--- src/rtl/pattern_serializer.sv ---
// Parallel-to-serial converter: one-word hold buffer, bypass load from IDLE,
// and an optional fixed idle gap between consecutive words.
module pattern_serializer #(
    parameter int WIDTH      = 8,
    parameter int MSB_FIRST  = 1,
    parameter int IDLE_BIT   = 1,
    parameter int GAP_CYCLES = 0
) (
    input  logic             clk,
    input  logic             rst,
    input  logic [WIDTH-1:0] din,
    input  logic             din_valid,
    output logic             din_ready,
    output logic             out,
    output logic             out_valid,
    output logic             frame_done,
    output logic             busy
);
    localparam int              CW         = $clog2(WIDTH);
    localparam logic            IDLE_LVL   = 1'(IDLE_BIT);
    localparam logic [CW-1:0]   LAST_IDX   = CW'(WIDTH - 1);
    localparam logic [CW-1:0]   PENULT_IDX = CW'(WIDTH - 2);
    localparam logic [3:0]      GAP_LAST   = 4'(GAP_CYCLES - 1);

    typedef enum logic [1:0] {IDLE, SHIFT, GAP} state_t;

    state_t           state;
    logic [WIDTH-1:0] shreg;
    logic [WIDTH-1:0] hold;
    logic [WIDTH-1:0] start_word;
    logic [CW-1:0]    bit_cnt;
    logic [3:0]       gap_cnt;
    logic             hold_full;
    logic             accept;
    logic             last_bit;
    logic             gap_end;
    logic             load_hold;
    logic             write_hold;
    logic             full_next;
    logic             start;

    function automatic logic first_bit(input logic [WIDTH-1:0] w);
        return (MSB_FIRST != 0) ? w[WIDTH-1] : w[0];
    endfunction

    function automatic logic [WIDTH-1:0] advance(input logic [WIDTH-1:0] w);
        return (MSB_FIRST != 0) ? (w << 1) : (w >> 1);
    endfunction

    // Hold is written only outside IDLE; a word landing there on the final
    // shift/gap edge is picked up from IDLE one cycle later.
    always_comb begin
        accept     = din_valid && din_ready;
        last_bit   = (state == SHIFT) && (bit_cnt == LAST_IDX);
        gap_end    = (state == GAP) && (gap_cnt == GAP_LAST);
        load_hold  = hold_full && ((state == IDLE) || gap_end || (last_bit && GAP_CYCLES == 0));
        write_hold = accept && (state != IDLE);
        full_next  = write_hold || (hold_full && !load_hold);
        start      = load_hold || ((state == IDLE) && !hold_full && accept);
        start_word = hold_full ? hold : din;
    end

    always_ff @(posedge clk or posedge rst) begin
        if (rst) begin
            state      <= IDLE;
            shreg      <= '0;
            hold       <= '0;
            bit_cnt    <= '0;
            gap_cnt    <= '0;
            hold_full  <= 1'b0;
            din_ready  <= 1'b0;
            out        <= IDLE_LVL;
            out_valid  <= 1'b0;
            frame_done <= 1'b0;
        end else begin
            hold_full  <= full_next;
            din_ready  <= !full_next;
            frame_done <= 1'b0;
            if (write_hold)
                hold <= din;
            if (start) begin
                state     <= SHIFT;
                shreg     <= advance(start_word);
                out       <= first_bit(start_word);
                out_valid <= 1'b1;
                bit_cnt   <= '0;
            end else begin
                case (state)
                    SHIFT: begin
                        if (!last_bit) begin
                            shreg      <= advance(shreg);
                            out        <= first_bit(shreg);
                            bit_cnt    <= bit_cnt + CW'(1);
                            frame_done <= (bit_cnt == PENULT_IDX);
                        end else begin
                            state     <= (GAP_CYCLES > 0) ? GAP : IDLE;
                            gap_cnt   <= '0;
                            out       <= IDLE_LVL;
                            out_valid <= 1'b0;
                        end
                    end
                    GAP: begin
                        if (gap_end)
                            state <= IDLE;
                        else
                            gap_cnt <= gap_cnt + 4'(1);
                    end
                    default: ;
                endcase
            end
        end
    end

    assign busy = (state != IDLE) || hold_full;

endmodule

--- config.mk ---
export PLATFORM = sky130hd
export DESIGN_NAME = pattern_serializer
export DESIGN_NICKNAME = d
export VERILOG_FILES = /design/src/rtl/pattern_serializer.sv
export SDC_FILE = /design/constraint.sdc
export NUM_CORES = 1
export LEC_CHECK = 0
export CAP_MARGIN = 20
export CORE_ASPECT_RATIO = 1.4
export CORE_MARGIN = 2
export CORE_UTILIZATION = 56
export CTS_BUF_LIST = sky130_fd_sc_hd__clkbuf_8 sky130_fd_sc_hd__clkbuf_16
export DETAILED_ROUTE_END_ITERATION = 12
export DONT_BUFFER_PORTS = 1
export HOLD_SLACK_MARGIN = 0.03
export PLACE_DENSITY_LB_ADDON = 0.25
export SYNTH_ARGS = -nofsm -noshare
export SYNTH_HDL_FRONTEND = slang
export SYNTH_SLANG_ARGS = --single-unit
--- constraint.sdc ---
create_clock -name clk -period 3.22 [get_ports clk]
set_clock_uncertainty 0.1 [all_clocks]
set_input_delay 0.644 -clock clk [delete_from_list [all_inputs] [get_ports clk]]
set_output_delay 0.644 -clock clk [all_outputs]
set_load 0.01 [all_outputs]
==> results of run 1 <==
-- cells in the mapped netlist (2+ instances only) --
cell type,instances
ha_1,3
buf_2,2
nand2b_1,2
inv_1,4
nand2_1,8
mux2_2,8
mux2i_1,18
dfrtp_1,23
a21oi_1,3
-- metrics by stage --
stage	power [W]	hold slack (ns)
2_1_floorplan	0.000909	0.357
3_3_place_gp	0.000955	0.387
3_5_place_dp	0.000982	0.395
4_1_cts	0.00124	0.370
5_1_grt	0.00131	0.413
6_report	0.00123	0.340
-- logic make-up (layout without fill, tap and decap cells) --
kind of cell	Yosys count	after routing	synth area share (%)
AND/OR/NAND/NOR	19	19	9.54
buffers and inverters	7	8	3.18
multiplexers	26	26	23.7
adder cells (fa/ha/maj)	3	3	3.29
AO/OA/AOI/OAI	10	10	6.80
flip-flops	24	24	52.7
XOR/XNOR	1	1	0.768
-- worst max-delay path by stage --
stage / start / to / slack, ns
after CTS: hold_full$_DFF_PP0_ / busy / 1.14
after global routing: hold_full$_DFF_PP0_ / busy / 1.10
final: hold_full$_DFF_PP0_ / busy / 1.14
after floorplan: hold_full$_DFF_PP0_ / busy / 1.54
after global placement: bit_cnt[0]$_DFFE_PP0P_ / shreg[2]$_DFFE_PP0P_ / 1.43
after detailed placement: bit_cnt[0]$_DFFE_PP0P_ / shreg[2]$_DFFE_PP0P_ / 1.37
-- metal layers --
metal	GRT usage (%)	routed length, microns
met5	0	0
met4	9.38	36
met3	3.16	66
met2	28.8	870
met1	19.4	788
-- where the power goes --
part | leakage (nW) | internal (W) | switching, W
registers | 0.291 | 0.000439 | 0.000125
clock network | 0.0357 | 0.000166 | 0.0000952
logic | 0.234 | 0.000215 | 0.000188
-- layout by cell type (no fill, tap or decap), types with 2 or more instances in the layout --
cell	netlist	routed
dfrtp_1	23	23
mux2i_1	18	18
mux2_2	8	8
nand2_1	8	8
inv_1	4	4
a21oi_1	3	3
ha_1	3	3
clkbuf_8	0	3
nand2b_1	2	2
-- layout make-up --
cell class                 count  area [sq um]  share of cell area, %
clock buffer                   3          41.3                   3.39
clock inverter                 1          30.0                   2.47
inverter                       4          15.0                   1.23
multi-input combinational     59           503                   41.3
sequential                    24           602                   49.4
tap                           21          26.3                   2.16
==> results.toml, run 1 <==
[setup_path]
worstPathMaxFanout = 14
crit_family = "flip-flops"
arrival_ns = 1.34
crit_buf_inv = 0
max_stage_delay_ns = 0.63
crit_required_ns = 2.48
critPathCaptureType = "output port"
crit_path_cell_trace = "or2_2"
ff2ff_path_depth = 5
rr_endpoint = "shreg[2]$_DFFE_PP0P_"
worstSetupPathType = "register to output port"
r2r_start = "bit_cnt[0]$_DFFE_PP0P_"
slowest_stage = "dfrtp_1"
start_kind = "register"
crit_cells = 1
rrSetupSlack_ns = 1.35

[sta]
setup_tns_ns = 0
finalSetupViolCount = 0
max_freq_mhz = 481
period_needed_ns = 2.08
drv_slew = 0
fin_ws_ns = 1.14
tightest_slew_ns = 0.864
rsz0062_at_grt = "no"
final-hold-violation-count = 0
relSlewSlack_pct = 42.3
finalCritPeriodShare_pct = 64.6

[cells_and_area]
design_area_sq_um = 1220
final_nets = 106
post-route-util_pct = 62.5
layout-drive-gt1-share_pct = 18.7
regMostFlops = "hold"
largest_reg_flops = 8
instances_no_fill = 112
n_antenna_cell = 0
top_regs = "hold (8), shreg (7), bit_cnt (3)"
syn2layout_area_growth_pct = 6.69
fillers = 156

[yosys]
ys_ff_latch = 24
synth_top_cell_area_share_pct = 50.4
ys_warn_count = 0
syn-instance-count = 90
synth.distinct_cells = 28
async_reset_ff_share_pct = 100
synth_top_area_cell = "dfrtp_1"
synth_area_per_cell_sq_um = 12.7
synth_nets = 104
syn_area_sq_um = 1140
synth_edf_count = 0
yosysSeqAreaShare_pct = 52.7
synth.area.top_cells = "dfrtp_1 50%, mux2i_1 16%, mux2_2 7.9%"
ys.flop_type = "dfrtp_1"

[floorplan]
placementRows = 19
start_util_pct = 58.5
die-area_sq_um = 2420
die_w_microns = 42.2
fp.coreArea_sq_um = 1950
die_h_microns = 57.4
pin_count = 16

[clock_network]
htreeDepth = 1
cts-hold-fix-buffers = 0
cts_buffers = 3
clock_latency_ns = 0.27
clockRootBuffer = "clkbuf_8"
cts_resized = 0
tritoncts = "done"
clk_path_buf_depth = 2
clock_sinks = 24
clkTransAtPathRegs_ns = 0.09
postCtsSetupBuffers = 0

[route]
antenna_left = 0
drt-vias-per-instance = 6.04
drc = 0
drt-wirelength-per-cell_microns = 15.7
vias = 677
dr.first_iter.drc_count = 11
drt_wl_total_microns = 1760
first_pass_iters = 4

[global_routing]
gr-total-overflow = 0
grt_max_degree = 25
grt_pass1_vias = 696
grt_antenna_before_repair = 0
grt_usage_pct = 16.7
grt_pass1_wl_microns = 3060

[placement]
dp_hpwl_microns = 1250
portBuffers = 0
place_area_sq_um = 1150
dp_cells = 108
place_congestion = 0.755
post-place-ws_ns = 1.37

[power_and_ir_drop]
power.density_nw_per_um2 = 1010
leakagePower_nw = 0.561
vdd_ir_drop_max_v = 0.000496

[run]
maxCapViolCount = 0

[min_path]
hold_class = "input pin to asynchronous set/reset pin"

[status]
status = "finished, final reports clean"
Note: power is estimated with default switching activity, not from simulation.
==> run 2: changes to the inputs <==
Settings changed: CORE_UTILIZATION 56 to 54.
Clock period 3.22 ns to 1.8 ns, I/O delays scaled along.
==> run 2 against run 1 <==
Via count grew 3.5%; utilization increased by 2.2 points; register-to-register slack worse by 1.3 ns; largest power group unchanged.
==> results.toml, run 2 (same netlist as run 1, synthesis figures left out) <==
[sta]
max_freq_mhz = 580
fin_ws_ns = 0.0762
drv_slew = 0
period_needed_ns = 1.72
finalCritPeriodShare_pct = 95.8
finalSetupViolCount = 0
relSlewSlack_pct = 71.7
tightest_slew_ns = 0.425
final-hold-violation-count = 0

[power_and_ir_drop]
p_seq_share_pct = 43.1
clkPwrFrac_pct = 20.6
vdd_ir_drop_max_v = 0.00134
power.internal_w = 0.00153
leakagePower_nw = 0.594
switchingPower_w = 0.000761
swShare_pct = 33.2
p_comb_share_pct = 36.3
power.density_nw_per_um2 = 1800

[global_routing]
grt_pass1_vias = 713
gr-total-overflow = 0
grt_usage_pct = 16.8
grt_max_degree = 25
grt_antenna_before_repair = 0
grt_pass1_wl_microns = 3150

[placement]
place_congestion = 0.872
post-place-ws_ns = 0.0198
dp_hpwl_microns = 1340
dp_cells = 111
portBuffers = 0

[clock_network]
cts_buffers = 3
clk_path_buf_depth = 2
clockRootBuffer = "clkbuf_8"
htreeDepth = 1
clkTransAtPathRegs_ns = 0.09
clock_sinks = 24
clock_latency_ns = 0.27
tritoncts = "done"

[setup_path]
crit_path_cell_trace = "ha_1 -> ha_1 -> and2b_2 -> nor3_2 -> a221o_1"
cpMostUsedCell = "ha_1"
max_stage_delay_ns = 0.40
crit_buf_inv = 0
crit_family = "flip-flops"
critPathCaptureType = "register"
worstPathMaxFanout = 6
worstSetupPathType = "register to register"
slowest_stage = "dfrtp_1"
start_kind = "register"
crit_required_ns = 1.85
arrival_ns = 1.77

[cells_and_area]
mostFrequentLayoutCell = "dfrtp_1"
instances_no_fill = 119
syn2layout_area_growth_pct = 11.8
final_nets = 113
largest_reg_flops = 8
n_antenna_cell = 0
final_cell_mix = "23 x dfrtp_1, 18 x mux2i_1, 8 x mux2_2, 8 x nand2_1, 6 x buf_4"
regMostFlops = "hold"
top_regs = "hold (8), shreg (7), bit_cnt (3)"
layout-drive-gt1-share_pct = 25.5

[route]
dr.first_iter.drc_count = 15
drc = 0
drt-vias-per-instance = 5.89
drt_wl_total_microns = 1910
antenna_left = 0
highest_layer = "met4"
first_pass_iters = 4
drt-wirelength-per-cell_microns = 16.0
met3_length_microns = 55
met1Wirelength_microns = 860
vias = 701
wl_met2_microns = 966

[min_path]
hold_class = "input pin to register"

[floorplan]
fp.coreArea_sq_um = 1970
die_h_microns = 58.4
die_w_microns = 42.9
pin_count = 16
start_util_pct = 57.8
die-area_sq_um = 2500
placementRows = 19

[status]
status = "finished, final reports clean"

[run]
maxCapViolCount = 0
[run 2: power groups by stage]
stage          logic (W)  clock network [W]  registers [W]
3_3_place_gp    0.000763                  0       0.000983
5_1_grt         0.000924           0.000491        0.00102
3_5_place_dp    0.000790                  0        0.00100
4_1_cts         0.000796           0.000476       0.000987
6_report        0.000832           0.000472       0.000987
2_1_floorplan   0.000695                  0       0.000931
[run 2: final cells by class]
type                    instances  area, sq um
clock buffers                   3         41.3
clock inverters                 1         30.0
well taps                      21         26.3
multi-input cells              59          507
inverters                       4         15.0
repair buffers                  7         55.1
flip-flops and latches         24          602
fillers                       152          697
[run 2: timing repair]
| item | CTS | global route |
|---|---|---|
| setup endpoints to repair | 0 | 10 |
| endpoints found under the hold margin | 23 | 0 |
| resized for setup | 0 | 2 |
| buffers inserted | 0 | 3 |
| hold buffers | 1 | 0 |
[run 2: per-layer routing]
metal | vias up | track usage [%]
met5 | - | 0
met4 | 0 | 8.48
met3 | 4 | 1.84
met2 | 14 | 28.8
met1 | 349 | 20.7
li1 | 334 | -
[run 2: per-stage QoR]
stage / hold WS, ns / power, W / cell area, sq um / setup TNS (ns) / util (%)
global route: 0.128 / 0.00244 / 1280 / -0.0279 / 64.7
global placement: 0.211 / 0.00175 / 1170 / 0 / 59.2
CTS: 0.135 / 0.00226 / 1250 / 0 / 63.3
detailed placement: 0.215 / 0.00179 / 1170 / 0 / 59.2
floorplan: 0.274 / 0.00163 / 1140 / 0 / -
finish: 0.137 / 0.00229 / 1280 / 0 / 64.7
[run 2: worst paths after layout]
| check | slack (ns) | depth (start not counted) | from | endpoint |
|---|---|---|---|---|
| worst max-delay path | 0.08 | 5 | bit_cnt[0]$_DFFE_PP0P_ | shreg[2]$_DFFE_PP0P_ |
| worst min-delay path | 0.14 | 1 | din[4] | hold[4]$_DFFE_PP0P_ |
| worst max register to register | 0.08 | 5 | bit_cnt[0]$_DFFE_PP0P_ | shreg[2]$_DFFE_PP0P_ |
| worst min register to register | 0.41 | 1 | hold[1]$_DFFE_PP0P_ | hold[1]$_DFFE_PP0P_ |
| max in group asynchronous | 0.85 | 3 | rst | out$_DFFE_PP1P_ |
| min in group asynchronous | 0.47 | 3 | rst | hold[5]$_DFFE_PP0P_ |
==> run 3: changes to the inputs <==
Settings changed: CORE_ASPECT_RATIO 1.4 to not set, CORE_UTILIZATION 54 to 56, CTS_BUF_LIST sky130_fd_sc_hd__clkbuf_8 sky130_fd_sc_hd__clkbuf_16 to sky130_fd_sc_hd__clkbuf_4 sky130_fd_sc_hd__clkbuf_8.
==> run 3 against run 2 <==
Via count is 6.3% lower; clock-buffer cell count is 1 higher; worst setup slack improved by 0.0028 ns; cell count is 3.4% higher; maximum frequency rose by 0.16%; critical path type unchanged; critical endpoint unchanged; combinational power is 2% higher; register-to-register slack is essentially flat; largest cell class unchanged; first-iteration DRC count fell by 27%; worst hold slack worse by 0.058 ns.
==> results.toml, run 3 (same netlist as run 1, synthesis figures left out) <==
[status]
status = "finished, final reports clean"

[setup_path]
crit_path_cell_trace = "ha_1 -> ha_1 -> and2b_4 -> nor3_2 -> a221o_1"
worstPathMaxFanout = 6
critPathCaptureType = "register"
worstSetupPathType = "register to register"
max_stage_delay_ns = 0.43
arrival_ns = 1.84
cp-startpoint = "bit_cnt[0]$_DFFE_PP0P_"
r2r_start = "bit_cnt[0]$_DFFE_PP0P_"
slowest_stage = "dfrtp_1"
cpMostUsedCell = "ha_1"
start_kind = "register"
crit_required_ns = 1.92

[route]
drc = 0
dr.first_iter.drc_count = 11
drt-vias-per-instance = 5.34
antenna_left = 0
drt_wl_total_microns = 1830
drt-wirelength-per-cell_microns = 14.9
vias = 657
first_pass_iters = 4

[power_and_ir_drop]
power.density_nw_per_um2 = 1690
leakagePower_nw = 0.575
finalPower_w = 0.00211
vdd_ir_drop_max_v = 0.00102

[placement]
place_area_sq_um = 1180
dp_cells = 117
place_congestion = 0.847
dp_hpwl_microns = 1280
portBuffers = 0

[clock_network]
clock_sinks = 24
clkTransAtPathRegs_ns = 0.13
cts_buffers = 3
clk_path_buf_depth = 2
clockRootBuffer = "clkbuf_4"
tritoncts = "done"
htreeDepth = 1
clock_latency_ns = 0.32

[floorplan]
pin_count = 16
start_util_pct = 58.8
die_w_microns = 49.1
die-area_sq_um = 2410
fp.coreArea_sq_um = 1940
placementRows = 16
die_h_microns = 49.1

[global_routing]
use_met2_pct = 25.2
grt_usage_pct = 17.0
grt_pass1_vias = 678
grt_pass1_wl_microns = 3130
grt_antenna_before_repair = 0
gr-total-overflow = 0
grtUsageMet3_pct = 2.76
grt.met1_usage_pct = 24.7
grt_max_degree = 25
top_usage_layer = "met2"

[min_path]
hold_class = "input pin to register"
min_from = "din[0]"

[sta]
relSlewSlack_pct = 80.4
rsz0062_at_grt = "no"
max_freq_mhz = 581
drv_slew = 0
finalCritPeriodShare_pct = 95.6
finalSetupViolCount = 0
tightest_slew_ns = 0.291
setup_tns_ns = 0
final-hold-violation-count = 0
period_needed_ns = 1.72

[cells_and_area]
final_cell_mix = "23 x dfrtp_1, 18 x mux2i_1, 8 x mux2_2, 8 x nand2_1, 4 x inv_1"
regMostFlops = "hold"
n_antenna_cell = 0
largest_reg_flops = 8
syn2layout_area_growth_pct = 9.32
design_area_sq_um = 1250
final_nets = 111
instances_no_fill = 123
layout-drive-gt1-share_pct = 24.0
fillers = 162
mostFrequentLayoutCell = "dfrtp_1"
top_regs = "hold (8), shreg (7), bit_cnt (3)"

[run]
maxCapViolCount = 0
==> run 3: changes by cell type in the layout (fill, tap and decap cells not counted), sizes merged <==
cell / previous run / this run
buf: 6 / 4
bufinv: 1 / 0
clkbuf: 3 / 4
==> run 3: worst paths after layout <==
| path | to | slack, ns | depth (start not counted) |
|---|---|---|---|
| hold / removal | hold[0]$_DFFE_PP0P_ | 0.08 | 1 |
| setup / recovery | shreg[2]$_DFFE_PP0P_ | 0.08 | 5 |
| max in group asynchronous | out$_DFFE_PP1P_ | 0.91 | 3 |
| setup reg to reg | shreg[2]$_DFFE_PP0P_ | 0.08 | 5 |
| hold reg to reg | hold[4]$_DFFE_PP0P_ | 0.42 | 1 |
| min in group asynchronous | bit_cnt[2]$_DFFE_PP0P_ | 0.41 | 3 |
==> run 3: where the power goes <==
part / switching [W] / internal [W] / leakage [nW]
Sequential: 0.000189 / 0.000784 / 0.291
Combinational: 0.000393 / 0.000453 / 0.263
Clock: 0.000163 / 0.000124 / 0.0210
Total: 0.000745 / 0.00136 / 0.575
==> run 3: repair_timing <==
action,4_1_cts,5_1_grt
resized for setup,0,3
buffers inserted,0,1
hold buffers,1,0
endpoints found under the setup margin,0,10
hold endpoints to repair,23,0
==> run 3: worst max-delay path, delay by kind of cell (launching register included) <==
| family | cells | cell delay (ns) |
|---|---|---|
| AOI/OAI and AO/OA | 1 | 0.31 |
| adders and majority gates | 2 | 0.41 |
| DFF | 1 | 0.43 |
| and+or+nand+nor | 2 | 0.38 |
==> run 3: stage by stage <==
stage	hold slack, ns	utilization [%]	worst slack (ns)
finish	0.0794	64.2	0.0790
global route	0.0564	64.2	0.00684
CTS	0.0692	63.0	0.0166
detailed placement	0.212	60.6	0.0460
global placement	0.217	60.6	0.101
floorplan	0.274	-	0.157
==> run 3: per-layer routing <==
| metal | up-vias | part of all wire [%] |
|---|---|---|
| met3 | 4 | 4.5 |
| li1 | 327 | - |
| met4 | 0 | 1.6 |
| met1 | 312 | 48 |
| met5 | - | 0 |
| met2 | 14 | 46 |
==> run 3: final cells by class <==
cell class                      count  area (sq um)  share of cell area (%)
Sequential cell                    24           602                    48.2
Multi-Input combinational cell     59           508                    40.7
Timing Repair Buffer                5          52.6                    4.21
Clock buffer                        4          36.3                    2.91
Tap cell                           27          33.8                    2.71
Inverter                            4          15.0                    1.20
